===== src/rtl/ps2_rx_if.sv =====
// Read-side bundle of the PS/2 receiver: FIFO head, pop handshake and sticky error flags.
// The design uses the slave modport; the consumer (CPU side) uses master.
interface ps2_rx_if;
  logic [7:0] rd_data;
  logic       rd_valid;
  logic       rd_ack;
  logic       err_clr;
  logic       parity_err;
  logic       framing_err;
  logic       overflow;

  modport master (
    input  rd_data, rd_valid, parity_err, framing_err, overflow,
    output rd_ack, err_clr
  );

  modport slave (
    output rd_data, rd_valid, parity_err, framing_err, overflow,
    input  rd_ack, err_clr
  );
endinterface


===== src/rtl/ps2_rx.sv =====
// PS/2 keyboard receiver: synchronises and de-glitches the device clock, deserialises
// start/8 data/odd parity/stop frames and buffers good bytes in a small FIFO.
module ps2_rx #(
  parameter int FILTER_LEN     = 8,
  parameter int TIMEOUT_CYCLES = 50350,
  parameter int FIFO_DEPTH     = 4
) (
  input  logic clk,
  input  logic reset,
  input  logic ps2_clk,
  input  logic ps2_data,
  ps2_rx_if.slave rd_if
);

  localparam int FCNT_W = $clog2(FILTER_LEN + 1);
  localparam int TCNT_W = $clog2(TIMEOUT_CYCLES + 1);
  localparam int PTR_W  = $clog2(FIFO_DEPTH);
  localparam int CNT_W  = PTR_W + 1;

  typedef enum logic [1:0] {IDLE, DATA, PARITY, STOP} state_t;

  logic              clk_s1_q, clk_s2_q, data_s1_q, data_s2_q;
  logic              filt_clk_q, filt_clk_d;
  logic [FCNT_W-1:0] filt_cnt_q, filt_cnt_d;
  logic              strobe;

  state_t            state_q, state_d;
  logic [2:0]        bit_cnt_q, bit_cnt_d;
  logic [7:0]        shift_q, shift_d;
  logic              par_q, par_d;
  logic [TCNT_W-1:0] tmo_q, tmo_d;
  logic              push, set_par, set_frm;

  logic [7:0]        mem_q [FIFO_DEPTH];
  logic [7:0]        mem_d [FIFO_DEPTH];
  logic [PTR_W-1:0]  wr_ptr_q, wr_ptr_d, rd_ptr_q, rd_ptr_d, rd_next;
  logic [CNT_W-1:0]  count_q, count_d;
  logic [7:0]        rd_data_q, rd_data_d;
  logic              pop, full, wr_en;

  logic              par_err_q, par_err_d, frm_err_q, frm_err_d, ovf_q, ovf_d;

  // The filtered clock only follows the synchronised clock after FILTER_LEN agreeing samples.
  always_comb begin
    filt_clk_d = filt_clk_q;
    filt_cnt_d = '0;
    if (clk_s2_q != filt_clk_q) begin
      if (filt_cnt_q == FCNT_W'(FILTER_LEN - 1)) filt_clk_d = clk_s2_q;
      else filt_cnt_d = filt_cnt_q + FCNT_W'(1);
    end
  end

  assign strobe = filt_clk_q & ~filt_clk_d;

  always_comb begin
    state_d   = state_q;
    bit_cnt_d = bit_cnt_q;
    shift_d   = shift_q;
    par_d     = par_q;
    push      = 1'b0;
    set_par   = 1'b0;
    set_frm   = 1'b0;
    tmo_d     = (state_q == IDLE || strobe) ? '0 : tmo_q + TCNT_W'(1);
    if (strobe) begin
      case (state_q)
        IDLE: begin
          if (!data_s2_q) begin
            state_d   = DATA;
            bit_cnt_d = '0;
          end
        end
        DATA: begin
          shift_d[bit_cnt_q] = data_s2_q;
          bit_cnt_d          = bit_cnt_q + 3'd1;
          if (bit_cnt_q == 3'd7) state_d = PARITY;
        end
        PARITY: begin
          par_d   = data_s2_q;
          state_d = STOP;
        end
        STOP: begin
          // A bad stop bit is reported in preference to a parity error.
          if (!data_s2_q)              set_frm = 1'b1;
          else if (^{shift_q, par_q})  push    = 1'b1;
          else                         set_par = 1'b1;
          state_d = IDLE;
        end
        default: state_d = IDLE;
      endcase
    end else if (state_q != IDLE && tmo_q == TCNT_W'(TIMEOUT_CYCLES - 1)) begin
      state_d = IDLE;
      set_frm = 1'b1;
    end
  end

  assign pop     = rd_if.rd_ack && (count_q != '0);
  assign full    = (count_q == CNT_W'(FIFO_DEPTH));
  assign wr_en   = push && (!full || pop);
  assign rd_next = rd_ptr_q + PTR_W'(1);

  always_comb begin
    mem_d = mem_q;
    if (wr_en) mem_d[wr_ptr_q] = shift_q;
    wr_ptr_d = wr_en ? wr_ptr_q + PTR_W'(1) : wr_ptr_q;
    rd_ptr_d = pop ? rd_next : rd_ptr_q;
    count_d  = count_q;
    if (wr_en && !pop)      count_d = count_q + CNT_W'(1);
    else if (!wr_en && pop) count_d = count_q - CNT_W'(1);
    // rd_data is a register, so it is preloaded with whatever becomes the head next cycle.
    rd_data_d = rd_data_q;
    if (pop) begin
      if (count_q > CNT_W'(1)) rd_data_d = mem_q[rd_next];
      else if (wr_en)          rd_data_d = shift_q;
    end else if (count_q == '0 && wr_en) begin
      rd_data_d = shift_q;
    end
  end

  // Set events take priority over err_clr.
  always_comb begin
    par_err_d = set_par | (par_err_q & ~rd_if.err_clr);
    frm_err_d = set_frm | (frm_err_q & ~rd_if.err_clr);
    ovf_d     = (push && full && !pop) | (ovf_q & ~rd_if.err_clr);
  end

  always_ff @(posedge clk) begin
    if (reset) begin
      clk_s1_q   <= 1'b1;
      clk_s2_q   <= 1'b1;
      data_s1_q  <= 1'b1;
      data_s2_q  <= 1'b1;
      filt_clk_q <= 1'b1;
      filt_cnt_q <= '0;
      state_q    <= IDLE;
      bit_cnt_q  <= '0;
      shift_q    <= '0;
      par_q      <= 1'b0;
      tmo_q      <= '0;
      for (int i = 0; i < FIFO_DEPTH; i++) mem_q[i] <= '0;
      wr_ptr_q   <= '0;
      rd_ptr_q   <= '0;
      count_q    <= '0;
      rd_data_q  <= '0;
      par_err_q  <= 1'b0;
      frm_err_q  <= 1'b0;
      ovf_q      <= 1'b0;
    end else begin
      clk_s1_q   <= ps2_clk;
      clk_s2_q   <= clk_s1_q;
      data_s1_q  <= ps2_data;
      data_s2_q  <= data_s1_q;
      filt_clk_q <= filt_clk_d;
      filt_cnt_q <= filt_cnt_d;
      state_q    <= state_d;
      bit_cnt_q  <= bit_cnt_d;
      shift_q    <= shift_d;
      par_q      <= par_d;
      tmo_q      <= tmo_d;
      mem_q      <= mem_d;
      wr_ptr_q   <= wr_ptr_d;
      rd_ptr_q   <= rd_ptr_d;
      count_q    <= count_d;
      rd_data_q  <= rd_data_d;
      par_err_q  <= par_err_d;
      frm_err_q  <= frm_err_d;
      ovf_q      <= ovf_d;
    end
  end

  assign rd_if.rd_data     = rd_data_q;
  assign rd_if.rd_valid    = (count_q != '0);
  assign rd_if.parity_err  = par_err_q;
  assign rd_if.framing_err = frm_err_q;
  assign rd_if.overflow    = ovf_q;

endmodule


===== src/flat_wrapper.sv =====
// flat-port wrapper written by rule: the top's interface ports become plain ports
module ps2_rx_flat 
#(
  parameter int FILTER_LEN     = 8,
  parameter int TIMEOUT_CYCLES = 50350,
  parameter int FIFO_DEPTH     = 4
)
  (clk, reset, ps2_clk, ps2_data, rd_if_rd_data, rd_if_rd_valid, rd_if_parity_err, rd_if_framing_err, rd_if_overflow, rd_if_rd_ack, rd_if_err_clr);
  ps2_rx_if rd_if_i ();
  input  logic clk;
  input  logic reset;
  input  logic ps2_clk;
  input  logic ps2_data;
  output wire logic [$bits(rd_if_i.rd_data)-1:0] rd_if_rd_data;
  output wire logic [$bits(rd_if_i.rd_valid)-1:0] rd_if_rd_valid;
  output wire logic [$bits(rd_if_i.parity_err)-1:0] rd_if_parity_err;
  output wire logic [$bits(rd_if_i.framing_err)-1:0] rd_if_framing_err;
  output wire logic [$bits(rd_if_i.overflow)-1:0] rd_if_overflow;
  input wire logic [$bits(rd_if_i.rd_ack)-1:0] rd_if_rd_ack;
  input wire logic [$bits(rd_if_i.err_clr)-1:0] rd_if_err_clr;
  assign rd_if_rd_data = rd_if_i.rd_data;
  assign rd_if_rd_valid = rd_if_i.rd_valid;
  assign rd_if_parity_err = rd_if_i.parity_err;
  assign rd_if_framing_err = rd_if_i.framing_err;
  assign rd_if_overflow = rd_if_i.overflow;
  assign rd_if_i.rd_ack = rd_if_rd_ack;
  assign rd_if_i.err_clr = rd_if_err_clr;
  ps2_rx #(.FILTER_LEN(FILTER_LEN), .TIMEOUT_CYCLES(TIMEOUT_CYCLES), .FIFO_DEPTH(FIFO_DEPTH)) u_core (.clk(clk), .reset(reset), .ps2_clk(ps2_clk), .ps2_data(ps2_data), .rd_if(rd_if_i));
endmodule

===== config.mk =====
export PLATFORM = sky130hd
export DESIGN_NAME = ps2_rx_flat
export DESIGN_NICKNAME = d
export VERILOG_FILES = /design/src/rtl/ps2_rx_if.sv /design/src/rtl/ps2_rx.sv /design/src/flat_wrapper.sv
export SDC_FILE = /design/constraint.sdc
export NUM_CORES = 1
export LEC_CHECK = 0
export CORE_MARGIN = 4
export CORE_UTILIZATION = 35
export CTS_BUF_LIST = sky130_fd_sc_hd__clkbuf_16
export DETAILED_ROUTE_END_ITERATION = 10
export SLEW_MARGIN = 20
export SYNTH_ARGS = -nofsm -noshare
export SYNTH_HDL_FRONTEND = slang
export SYNTH_SLANG_ARGS = --single-unit

===== constraint.sdc =====
create_clock -name clk -period 3.1 [get_ports clk]
set_clock_uncertainty 0.1 [all_clocks]
set_input_delay 0.93 -clock clk [delete_from_list [all_inputs] [get_ports clk]]
set_output_delay 0.93 -clock clk [all_outputs]
set_load 0.1 [all_outputs]

; Word level (Yosys, flattened, before mapping)
; Cells that the tools add are included.
; Widths: inputs -> output; s select.
[word_totals]
register_bits = 89
out_inout_bits = 12
wordCells = 126
inputBits = 6
[classes]
n_eq_ne = 12
n_lt_le_gt_ge = 6
reduce_logical = 31
bitwise_logic = 12
mux = 36
add_sub_neg = 7
[op_table]
columns = op, n
row1 = $mux 8, 7
row2 = $bwmux 32, 1
row3 = $add 16x1->16 const B, 1
row4 = $bmux 8 s2, 1
row5 = $demux 8 s2, 1
row6 = $eq 16x16->1 const B, 1
row7 = $mux 1, 15
row8 = $logic_and 1x1->1, 10
row9 = $reduce_bool 2->1, 5
row10 = $mux 3, 3
row11 = $ne 3x3->1 const B, 3
row12 = $reduce_xor 9->1, 1
row13 = $bwmux 8, 1
row14 = $mux 2, 4
row15 = $pmux 2 s4, 1
row16 = $add 3x1->3 const B, 2
row17 = $eq 3x3->1 const B, 2
row18 = $ge 3x3->1 const B, 2
row19 = $not 2->3, 2
row20 = $pmux 3 s2, 1
row21 = $reduce_and 2->1, 3
row22 = $reduce_and 3->1, 2
row23 = $add 2x1->2 const B, 2
row24 = $add 4x1->4 const B, 1
row25 = other kinds (21), 32

; Depth between registers and ports, before layout
; Gate-level depths: netlist of run 1.
[logic_depth]
ltp_word = 11
mapped_depth = 10
mapped_depth_nobuf = 9

; Least setup slack after synthesis of run 1
; No wires, ideal clock.
[synth_path]
path_kind = register to register
start = reg u_core.count_q[0]
end = reg u_core.count_q[2]
slack_ps = 523
period_less_slack_ps = 2577
setup_ps = 71
t_arrival_ps = 2406
stages_incl_launch_ff = 8
n_path_buf = 0
required_ps = 2929
cell_sequence = dfxtp_1 inv_1 ha_1 nand2_1 nand2_1 ha_1 or3_1 a21oi_1
[synth_between]
elab_chain_len = 7
elab_cells_between_ends = 15
cone_classes = add/sub (2) / eq/ne (1) / mux (2) / reduce/logical (10)
[synth_lines]
columns = item, line
row1 = start: declaration, ps2_rx.sv:37  ; logic [CNT_W-1:0] count_q, count_d;
row2 = start signal: assignment, ps2_rx.sv:162  ; count_q <= count_d;
row3 = $reduce_bool 3->1 (*), --
row4 = net rd_if_rd_valid, flat_wrapper.sv:15  ; output wire logic [$bits(rd_if_i.rd_valid)-1:0] rd_if_rd_valid;
row5 = $logic_and 1x1->1 (*), ps2_rx.sv:96  ; assign pop = rd_if.rd_ack && (count_q != '0);
row6 = $logic_or 1x1->1, ps2_rx.sv:98  ; assign wr_en = push && (!full || pop);
row7 = $logic_and 1x1->1, ps2_rx.sv:98
row8 = $logic_not 1->1, ps2_rx.sv:108  ; else if (!wr_en && pop) count_d = count_q - CNT_W'(1);
row9 = $logic_and 1x1->1, ps2_rx.sv:108
row10 = $reduce_bool 2->1 (no source line), --
; The timed path passes the listed nets; every way through them passes the cells marked *. The select of a mux whose other input is x is not followed.
; A chain may end at the register's enable or synchronous reset.

; Worst setup path in the final report of run 1
[layout_path]
start = reg u_core.count_q[0]
end = out rd_if_rd_valid
[layout_between]
elab_chain_len = 1
[layout_lines]
columns = item, line
row1 = $reduce_bool 3->1, ps2_rx.sv:171  ; assign rd_if.rd_valid = (count_q != '0);
row2 = end: declaration, flat_wrapper.sv:15
; Every way passes these cells.

==> results.txt, run 1 <==
status = complete, no violations
R2R depth = 7
P per Cell Area = 450.7 nW/um2
RSZ-0062 raised after global routing = false
total grt overflow = 0
Iter 0 DRT Violations = 132
nets = 486
R2R setup slack = 0.62 ns
Data required, critical path = 2.07 ns
worst endpoint data arrival time = 1.54 ns
Clock Path Buffers = 2
syn nets = 470
Min-Delay Startpoint = u_core.data_s1_q
Yosys reg bits = 89
Setup TNS = 0 ns
drt drc = 0
synth unique cells = 45
CTS tree = built
IO Port Bufs = 17
Area Growth Syn to Fin = 13.92%
Setup CP Type = reg -> out
hold path depth = 1
vias per cell = 4.769
Post-synth EDFFs = 0
drt wl/cell = 13.04 um
r2r endpoint = u_core.mem_q[3]
layout cell share with drive strength beyond 1 = 0.1242
initial core utilization = 0.3606
core footprint = 12110 um2
initial antenna violation count = 0
Sink Count = 89
Seq/Total Area, Yosys = 0.4079
final worst-path cycle share = 0.8278
placer congestion estimate = 0.7777
Final Util = 0.4108
antenna-violating nets left = 0
ant diodes = 0
Clk Latency, worst-skew pair = 0.34 ns
CP max stage cell = dfxtp_1
Ports = 18
uppermost layer routed = met4
delay-heaviest family, CP = flip-flops
post-CTS sizing = 0
hpwl dp = 5.824 mm
Tot GR Track Use = 0.1222
M1 wire length = 4.125 mm
worst vdd ir = 0.3233 mV
Post-synth ARST share = 0
critical path cell sequence = inv_1 > ha_1 > nand2_1 > buf_4
synthesized instance count = 446
vias in the first global route = 2917
first-pass GRT wire length = 14.06 mm
met2 routed WL = 3.745 mm
die width = 119.7 um
final setup margin = 0.5337 ns
main area contributors after synthesis = dfxtp_1 41%, mux2i_1 11%, nand2b_1 7.0%
worst hold path class = reg -> reg
CP Capture Type = primary output
Clock Root Buffer = clkbuf_16
syn_area_per_cell = 9.794 um2
Warnings, synthesis = 0
Clk pin slew, worst setup/hold paths = 0.06 ns
Slew @ Worst Pin = 0.6907 ns
Hold Path Sink = u_core.data_s2_q
Die Span Y = 119.7 um
max_cap viols = 0
Final Max Slew Viols = 0
row count = 40
largest net degree at the start of global routing = 72
Final Hold Viols = 0
dpl ws = 0.2187 ns
CP Launch Type = register
Non-Filler Instances = 635
TritonCTS Buffers = 9
Critical path buffers and inverters = 2
setup violators final = 0
CTS Hold Bufs = 0
Post-Place Cells = 619
leak pwr = 1.900 nW
Tmin final = 2.566 ns
DRT Wirelength = 8.278 mm
Synth top area share = 0.4079
largest area contributor in the netlist = dfxtp_1
Pre-antenna DRT Iters = 4
Post-CTS Setup Bufs = 0
# fillers = 1216
f_max = 0.3897 GHz
critical-path maximum fanout = 5
met3 wire len = 308 um
Vias = 3028
ys flop type = dfxtp_1
H-tree depth = 3
die area = 14330 um2
FF-to-FF Start = u_core.filt_cnt_q[0]
Post-Syn Area = 4368 um2
Slowest Stage Delay on Critical Path = 0.41 ns
slew margin rel. = 0.5389
-- how the worst max path moves through the flow --
stage                               startpoint                end  slack (ns)  depth (start not counted)
after floorplan              u_core.count_q[0]  u_core.count_q[2]        0.52                          7
after global placement            rd_if_rd_ack   u_core.mem_q[26]        0.27                          6
after detailed placement          rd_if_rd_ack   u_core.mem_q[30]        0.22                          6
after CTS                    u_core.count_q[0]     rd_if_rd_valid        0.52                          4
after global routing      u_core.filt_cnt_q[0]    u_core.mem_q[6]        0.42                          7
final                        u_core.count_q[0]     rd_if_rd_valid        0.53                          4
-- through the flow --
step / hold slack, ns / power [mW] / instance area [um2]
3_3_place_gp: 0.2978 / 1.215 / 4690
2_1_floorplan: 0.2895 / 1.201 / 4368
5_1_grt: 0.3375 / 2.327 / 4976
3_5_place_dp: 0.2967 / 1.216 / 4690
6_report: 0.3117 / 2.243 / 4976
4_1_cts: 0.3166 / 2.273 / 4976
-- registers in the layout, summed over array words and instances (netlist names) --
signal                    count
u_core.data_s2_q              1
u_core.state_q                2
u_core.wr_ptr_q               2
u_core.rd_if.parity_err       1
u_core.rd_if.rd_data          8
u_core.mem_q                 32
u_core.count_q                3
u_core.filt_cnt_q             4
u_core.clk_s2_q               1
u_core.bit_cnt_q              3
u_core.filt_clk_q             1
u_core.clk_s1_q               1
u_core.rd_if.overflow         1
u_core.shift_q                8
u_core.tmo_q                 16
u_core.par_q                  1
u_core.data_s1_q              1
u_core.rd_if.framing_err      1
u_core.rd_ptr_q               2
-- area by class of cell --
type                            instances  area (um2)  area share
Timing Repair Buffer                   26       202.7     0.04073
Inverter                               22       82.58     0.01660
Clock buffer                            9       225.2     0.04526
Tap cell                              168       210.2     0.04224
Sequential cell                        89        1782      0.3581
Clock inverter                          7       61.31     0.01232
Multi-Input combinational cell        314        2412      0.4848
-- where the power goes --
part           switching, mW  total [mW]  leakage, nW  internal, mW
sequential           0.00241        1.15        0.718          1.15
clock                  0.439        1.05        0.134         0.614
combinational         0.0212      0.0414         1.05        0.0202
total                  0.462        2.24         1.90          1.78
-- Yosys cell counts, drive strengths merged (9+ instances only) --
cell,n
dfxtp,89
nand2b,49
mux2i,48
nor2,37
a21oi,24
inv,22
ha,18
clkbuf,17
nand2,15
o21ai,15
xor2,13
nand3,10
xnor2,10
or3,9
-- layout by cell type (no fill, tap or decap), types with 10 or more instances in the layout --
| master | count |
|---|---|
| xor2_1 | 13 |
| o21ai_0 | 12 |
| dfxtp_1 | 89 |
| nand2_1 | 15 |
| mux2i_1 | 48 |
| nand3_1 | 10 |
| nor2_1 | 37 |
| buf_4 | 21 |
| inv_1 | 22 |
| nand2b_1 | 49 |
| a21oi_1 | 24 |
| ha_1 | 18 |
-- routing by layer --
layer  GRT usage  up-vias
li1            -     1563
met1      0.1593     1415
met2      0.1949       40
met3     0.03346       10
met4     0.04295        0
met5           0        -
-- logic make-up (layout without fill, tap and decap cells) --
group           after synthesis  count (layout)  share of synthesized area
xor+xnor                     24              24                    0.05328
simple gates                162             162                     0.2134
fa+ha+maj                    18              18                    0.05156
compound gates               54              54                    0.08279
flops                        89              89                     0.4079
mux                          56              56                     0.1512
buf+inv                      43              64                    0.03982
Power figures use the tool's default switching activity.
==> run 2, diff against run 1 <==
Clock period 3.1 ns to 2.7 ns, I/O delays scaled along.
==> results.txt, run 2 (synthesized netlist as in run 1, its figures left out) <==
nets = 489 (+0.62%)
commonest non-fill, non-tap cell in the layout = dfxtp_1
antenna-violating nets left = 0 (unchanged)
f_max = 0.4179 GHz
Final Max Slew Viols = 0 (unchanged)
Largest register FFs = 32 (unchanged)
Data required, critical path = 1.79 ns (-0.28 ns)
Sink Count = 89 (unchanged)
setup violators final = 0 (unchanged)
critical-path maximum fanout = 5 (unchanged)
total grt overflow = 0 (unchanged)
core footprint = 12110 um2 (unchanged)
die area = 14330 um2 (unchanged)
Clock Path Buffers = 2 (unchanged)
Vias = 3032 (+0.13%)
Final Hold Viols = 0 (unchanged)
Clock Root Buffer = clkbuf_16
TritonCTS Buffers = 9 (unchanged)
Setup TNS = 0 ns (unchanged)
DRT Wirelength = 8.493 mm (+2.6%)
worst vdd ir = 0.3407 mV (+5.4%)
slew margin rel. = 0.5397 (+0.0008160)
Area Growth Syn to Fin = 15.87%
Min-Delay Startpoint = u_core.data_s1_q
Tmin final = 2.393 ns
Clk pin slew, worst setup/hold paths = 0.06 ns (about the same)
most frequent cells in the layout = 89 x dfxtp_1, 49 x nand2b_1, 48 x mux2i_1
Largest regs = u_core.mem_q (32), u_core.tmo_q (16)
initial antenna violation count = 0 (unchanged)
CTS tree = built
Clk Latency, worst-skew pair = 0.34 ns (about the same)
CP Launch Type = register
P per Cell Area = 527.7 nW/um2 (+17%)
placer congestion estimate = 0.7621 (-2.0%)
Pre-antenna DRT Iters = 4 (unchanged)
leak pwr = 1.950 nW (+2.6%)
first-pass GRT wire length = 14.45 mm (+2.7%)
status = complete, no violations
ant diodes = 0 (unchanged)
Setup CP Type = reg -> out
Iter 0 DRT Violations = 100 (-24%)
most flop-heavy register = u_core.mem_q
CP Capture Type = primary output
layout cell share with drive strength beyond 1 = 0.1319 (+0.007718)
hold slack = 0.3124 ns (+0.0006320 ns)
row count = 40 (unchanged)
Slew @ Worst Pin = 0.6895 ns (-0.001223 ns)
drt wl/cell = 13.31 um (+2.1%)
drt drc = 0 (unchanged)
initial core utilization = 0.3606 (unchanged)
die width = 119.7 um (unchanged)
final worst-path cycle share = 0.8862
post-CTS sizing = 0 (unchanged)
worst hold path class = reg -> reg
FF-to-FF Start = u_core.shift_q[2]
H-tree depth = 3 (unchanged)
worst endpoint data arrival time = 1.48 ns (-0.06 ns)
max_cap viols = 0 (unchanged)
IO Port Bufs = 17 (unchanged)
Tot GR Track Use = 0.1239 (+0.001747)
vias per cell = 4.752 (-0.34%)
Post-CTS Setup Bufs = 0 (unchanged)
vias in the first global route = 3024 (+3.7%)
Die Span Y = 119.7 um (unchanged)
CTS Hold Bufs = 0 (unchanged)
RSZ-0062 raised after global routing = false
hpwl dp = 5.809 mm (-0.27%)
CP startpoint = u_core.count_q[0]
largest net degree at the start of global routing = 87 (+21%)
Ports = 18 (unchanged)
run 2: layer usage:
layer / vias to the layer above / GRT usage / share of wire
met5: - / 0 / 0
li1: 1576 / - / -
met3: 10 / 0.03205 / 0.029
met2: 27 / 0.2023 / 0.46
met1: 1419 / 0.1609 / 0.50
met4: 0 / 0.03865 / 0.013
run 2: power by group:
part           switching [mW]  total [mW]  leakage (nW)  internal (mW)
Combinational          0.0244      0.0485          1.07         0.0241
Clock                   0.502        1.30         0.158          0.802
Sequential            0.00282        1.32         0.718           1.32
run 2: final cells by class:
| type | instances | area (um2) |
|---|---|---|
| well taps | 168 | 210.2 |
| clock inverters | 7 | 86.33 |
| flip-flops and latches | 89 | 1782 |
| inverters | 22 | 82.58 |
| repair buffers | 29 | 262.8 |
| clock buffers | 9 | 225.2 |
| fillers | 1226 | 7051 |
| multi-input cells | 314 | 2412 |
run 2: worst paths after layout:
path              depth (start not counted)                end  slack, ns
hold / removal                            1   u_core.data_s2_q       0.31
setup / recovery                          4     rd_if_rd_valid       0.31
setup reg to reg                          8  u_core.count_q[2]       0.32
hold reg to reg                           1   u_core.data_s2_q       0.31
run 2: metrics by stage:
step / std cells / util / power, mW / setup WS [ns] / instance area, um2
after floorplan: 446 / - / 1.378 / 0.1233 / 4368
after global placement: 622 / 0.3921 / 1.396 / 0.06026 / 4750
after detailed placement: 622 / 0.3921 / 1.397 / 0.05902 / 4750
after CTS: 638 / 0.4179 / 2.710 / 0.2834 / 5061
after global routing: 638 / 0.4179 / 2.776 / 0.1301 / 5061
final: 638 / 0.4179 / 2.671 / 0.3074 / 5061
run 2: critical path: stages, from the launching register on:
cell	delay (ns)
dfxtp_1	0.41
inv_1	0.10
ha_1	0.25
nand2_1	0.19
buf_12	0.20
==> run 3, diff against run 2 <==
Settings changed: CORE_MARGIN 4 to 2.
==> results.txt, run 3 (synthesized netlist as in run 1, its figures left out) <==
# fillers = 1203 (-1.9%)
FF-to-FF Start = u_core.shift_q[2]
commonest non-fill, non-tap cell in the layout = dfxtp_1
power share of the combinational group = 0.018 (about the same)
Largest register FFs = 32 (unchanged)
IO Port Bufs = 17 (unchanged)
hold path depth = 1 (unchanged)
initial core utilization = 0.3606 (unchanged)
Critical path buffers and inverters = 2 (unchanged)
Vias = 3115 (+2.7%)
total grt overflow = 0 (unchanged)
placer congestion estimate = 0.7827 (+2.7%)
Net Sw Frac = 0.2150 (+0.01706)
row count = 40 (unchanged)
Clock Root Buffer = clkbuf_16
Non-Filler Instances = 639 (+0.16%)
Clock power frac = 0.480 (-0.008)
Final Util = 0.4179 (unchanged)
CP Launch Type = register
Post-Place Cells = 623 (+0.16%)
Pre-antenna DRT Iters = 4 (unchanged)
Clk Latency, worst-skew pair = 0.34 ns (about the same)
most flop-heavy register = u_core.mem_q
Setup TNS = 0 ns (unchanged)
Reg power frac = 0.502 (+0.008)
delay-heaviest family, CP = flip-flops
ant diodes = 0 (unchanged)
worst vdd ir = 0.4266 mV (+25%)
Iter 0 DRT Violations = 119 (+19%)
r2r endpoint = u_core.count_q[2]
Hold Path Sink = u_core.data_s2_q
post-CTS sizing = 0 (unchanged)
hold slack = 0.3085 ns (-0.003849 ns)
worst hold path class = reg -> reg
hpwl dp = 5.925 mm (+2.0%)
Slowest Stage Delay on Critical Path = 0.42 ns (about the same)
Largest regs = u_core.mem_q (32), u_core.tmo_q (16)
R2R depth = 8 (unchanged)
initial antenna violation count = 0 (unchanged)
max_cap viols = 0 (unchanged)
Min-Delay Startpoint = u_core.data_s1_q
vias in the first global route = 3131 (+3.5%)
CTS tree = built
most frequent cells in the layout = 89 x dfxtp_1, 49 x nand2b_1, 48 x mux2i_1
Area Growth Syn to Fin = 15.87% (unchanged)
die area = 13390 um2 (-6.6%)
DRT Wirelength = 8.544 mm (+0.60%)
Slew @ Worst Pin = 0.6831 ns (-0.006335 ns)
final worst-path cycle share = 0.8953 (+0.009185)
die width = 115.7 um (-3.3%)
drt wl/cell = 13.37 um (+0.44%)
Tmin final = 2.417 ns (+0.02480 ns)
Final Hold Viols = 0 (unchanged)
Die Span Y = 115.7 um (-3.3%)
first-pass GRT wire length = 14.72 mm (+1.9%)
largest net degree at the start of global routing = 87 (unchanged)
Clock Path Buffers = 2 (unchanged)
P per Cell Area = 519.2 nW/um2 (-1.6%)
slew margin rel. = 0.5440 (+0.004230)
layout cell share with drive strength beyond 1 = 0.1380 (+0.006089)
R2R setup slack = 0.30 ns (-0.02 ns)
TritonCTS Buffers = 9 (unchanged)
leak pwr = 1.935 nW (-0.73%)
Clk pin slew, worst setup/hold paths = 0.06 ns (about the same)
Post-DP Area = 4757 um2 (+0.16%)
f_max = 0.4137 GHz (-1.0%)
drt drc = 0 (unchanged)
fin area = 5061 um2 (unchanged)
Ports = 18 (unchanged)
internal power = 2.063 mW (-3.7%)
CP Capture Type = primary output
worst endpoint data arrival time = 1.51 ns (+0.03 ns)
Post-CTS Setup Bufs = 0 (unchanged)
Final Max Slew Viols = 0 (unchanged)
H-tree depth = 3 (unchanged)
critical path cell sequence = inv_1 > ha_1 > nand2_1 > buf_12
critical-path maximum fanout = 5 (unchanged)
Data required, critical path = 1.79 ns (about the same)
antenna-violating nets left = 0 (unchanged)
RSZ-0062 raised after global routing = false
CTS Hold Bufs = 0 (unchanged)
status = complete, no violations
Sink Count = 89 (unchanged)
CP max stage cell = dfxtp_1
core footprint = 12110 um2 (unchanged)
nets = 490 (+0.20%)
P_sw = 565.1 uW (+6.9%)
Tot GR Track Use = 0.1393 (+0.01537)
vias per cell = 4.875 (+2.6%)
Setup CP Type = reg -> out
setup violators final = 0 (unchanged)
-- run 3: changes by cell type in the layout (fill, tap and decap cells not counted), sizes merged --
cell	change
clkinv	-2
bufinv	-1
buf	+1
clkinvlp	+3
-- run 3: worst reg2reg max path, stage by stage, from the launching register on --
cell     delay, ns
dfxtp_1       0.40
xnor2_1       0.14
xnor3_2       0.50
xnor2_1       0.17
and3_1        0.19
ha_1          0.23
mux2i_1       0.14
or3_1         0.32
a21oi_1       0.14
-- run 3: how the worst max path moves through the flow --
stage / start / to / slack, ns / cells after the start
2_1_floorplan: u_core.count_q[0] / u_core.count_q[2] / 0.12 / 7
3_3_place_gp: rd_if_rd_ack / u_core.mem_q[25] / 0.07 / 7
3_5_place_dp: rd_if_rd_ack / u_core.mem_q[11] / 0.03 / 7
4_1_cts: u_core.count_q[0] / rd_if_rd_valid / 0.29 / 4
5_1_grt: u_core.shift_q[2] / u_core.count_q[2] / 0.14 / 8
6_report: u_core.count_q[0] / rd_if_rd_valid / 0.28 / 4
-- run 3: metrics by stage --
| stage | total power, mW | worst slack [ns] |
|---|---|---|
| detailed placement | 1.397 | 0.03318 |
| floorplan | 1.378 | 0.1233 |
| global placement | 1.396 | 0.06923 |
| global route | 2.727 | 0.1388 |
| finish | 2.628 | 0.2826 |
| CTS | 2.669 | 0.2861 |
-- run 3: power by group through the flow --
stage | Combinational [mW] | Sequential, mW | Clock (mW)
floorplan | 0.0321 | 1.35 | 0
global placement | 0.0479 | 1.35 | 0
detailed placement | 0.0486 | 1.35 | 0
CTS | 0.0486 | 1.32 | 1.30
global route | 0.0529 | 1.32 | 1.36
finish | 0.0478 | 1.32 | 1.26
-- run 3: cell type report --
type	count	area, um2	area share
sequential	89	1782	0.3520
tap	168	210.2	0.04153
clock inverter	7	78.83	0.01557
multi-input combinational	314	2412	0.4766
clock buffer	9	225.2	0.04450
timing repair buffer	30	270.3	0.05340
inverter	22	82.58	0.01632
-- run 3: routing by layer --
metal | wire length [um] | GRT usage | up-vias
met5 | 0 | 0 | -
met4 | 113 | 0.04048 | 0
met3 | 289 | 0.03766 | 10
met2 | 4075 | 0.2281 | 46
met1 | 4065 | 0.1812 | 1487
li1 | - | - | 1572
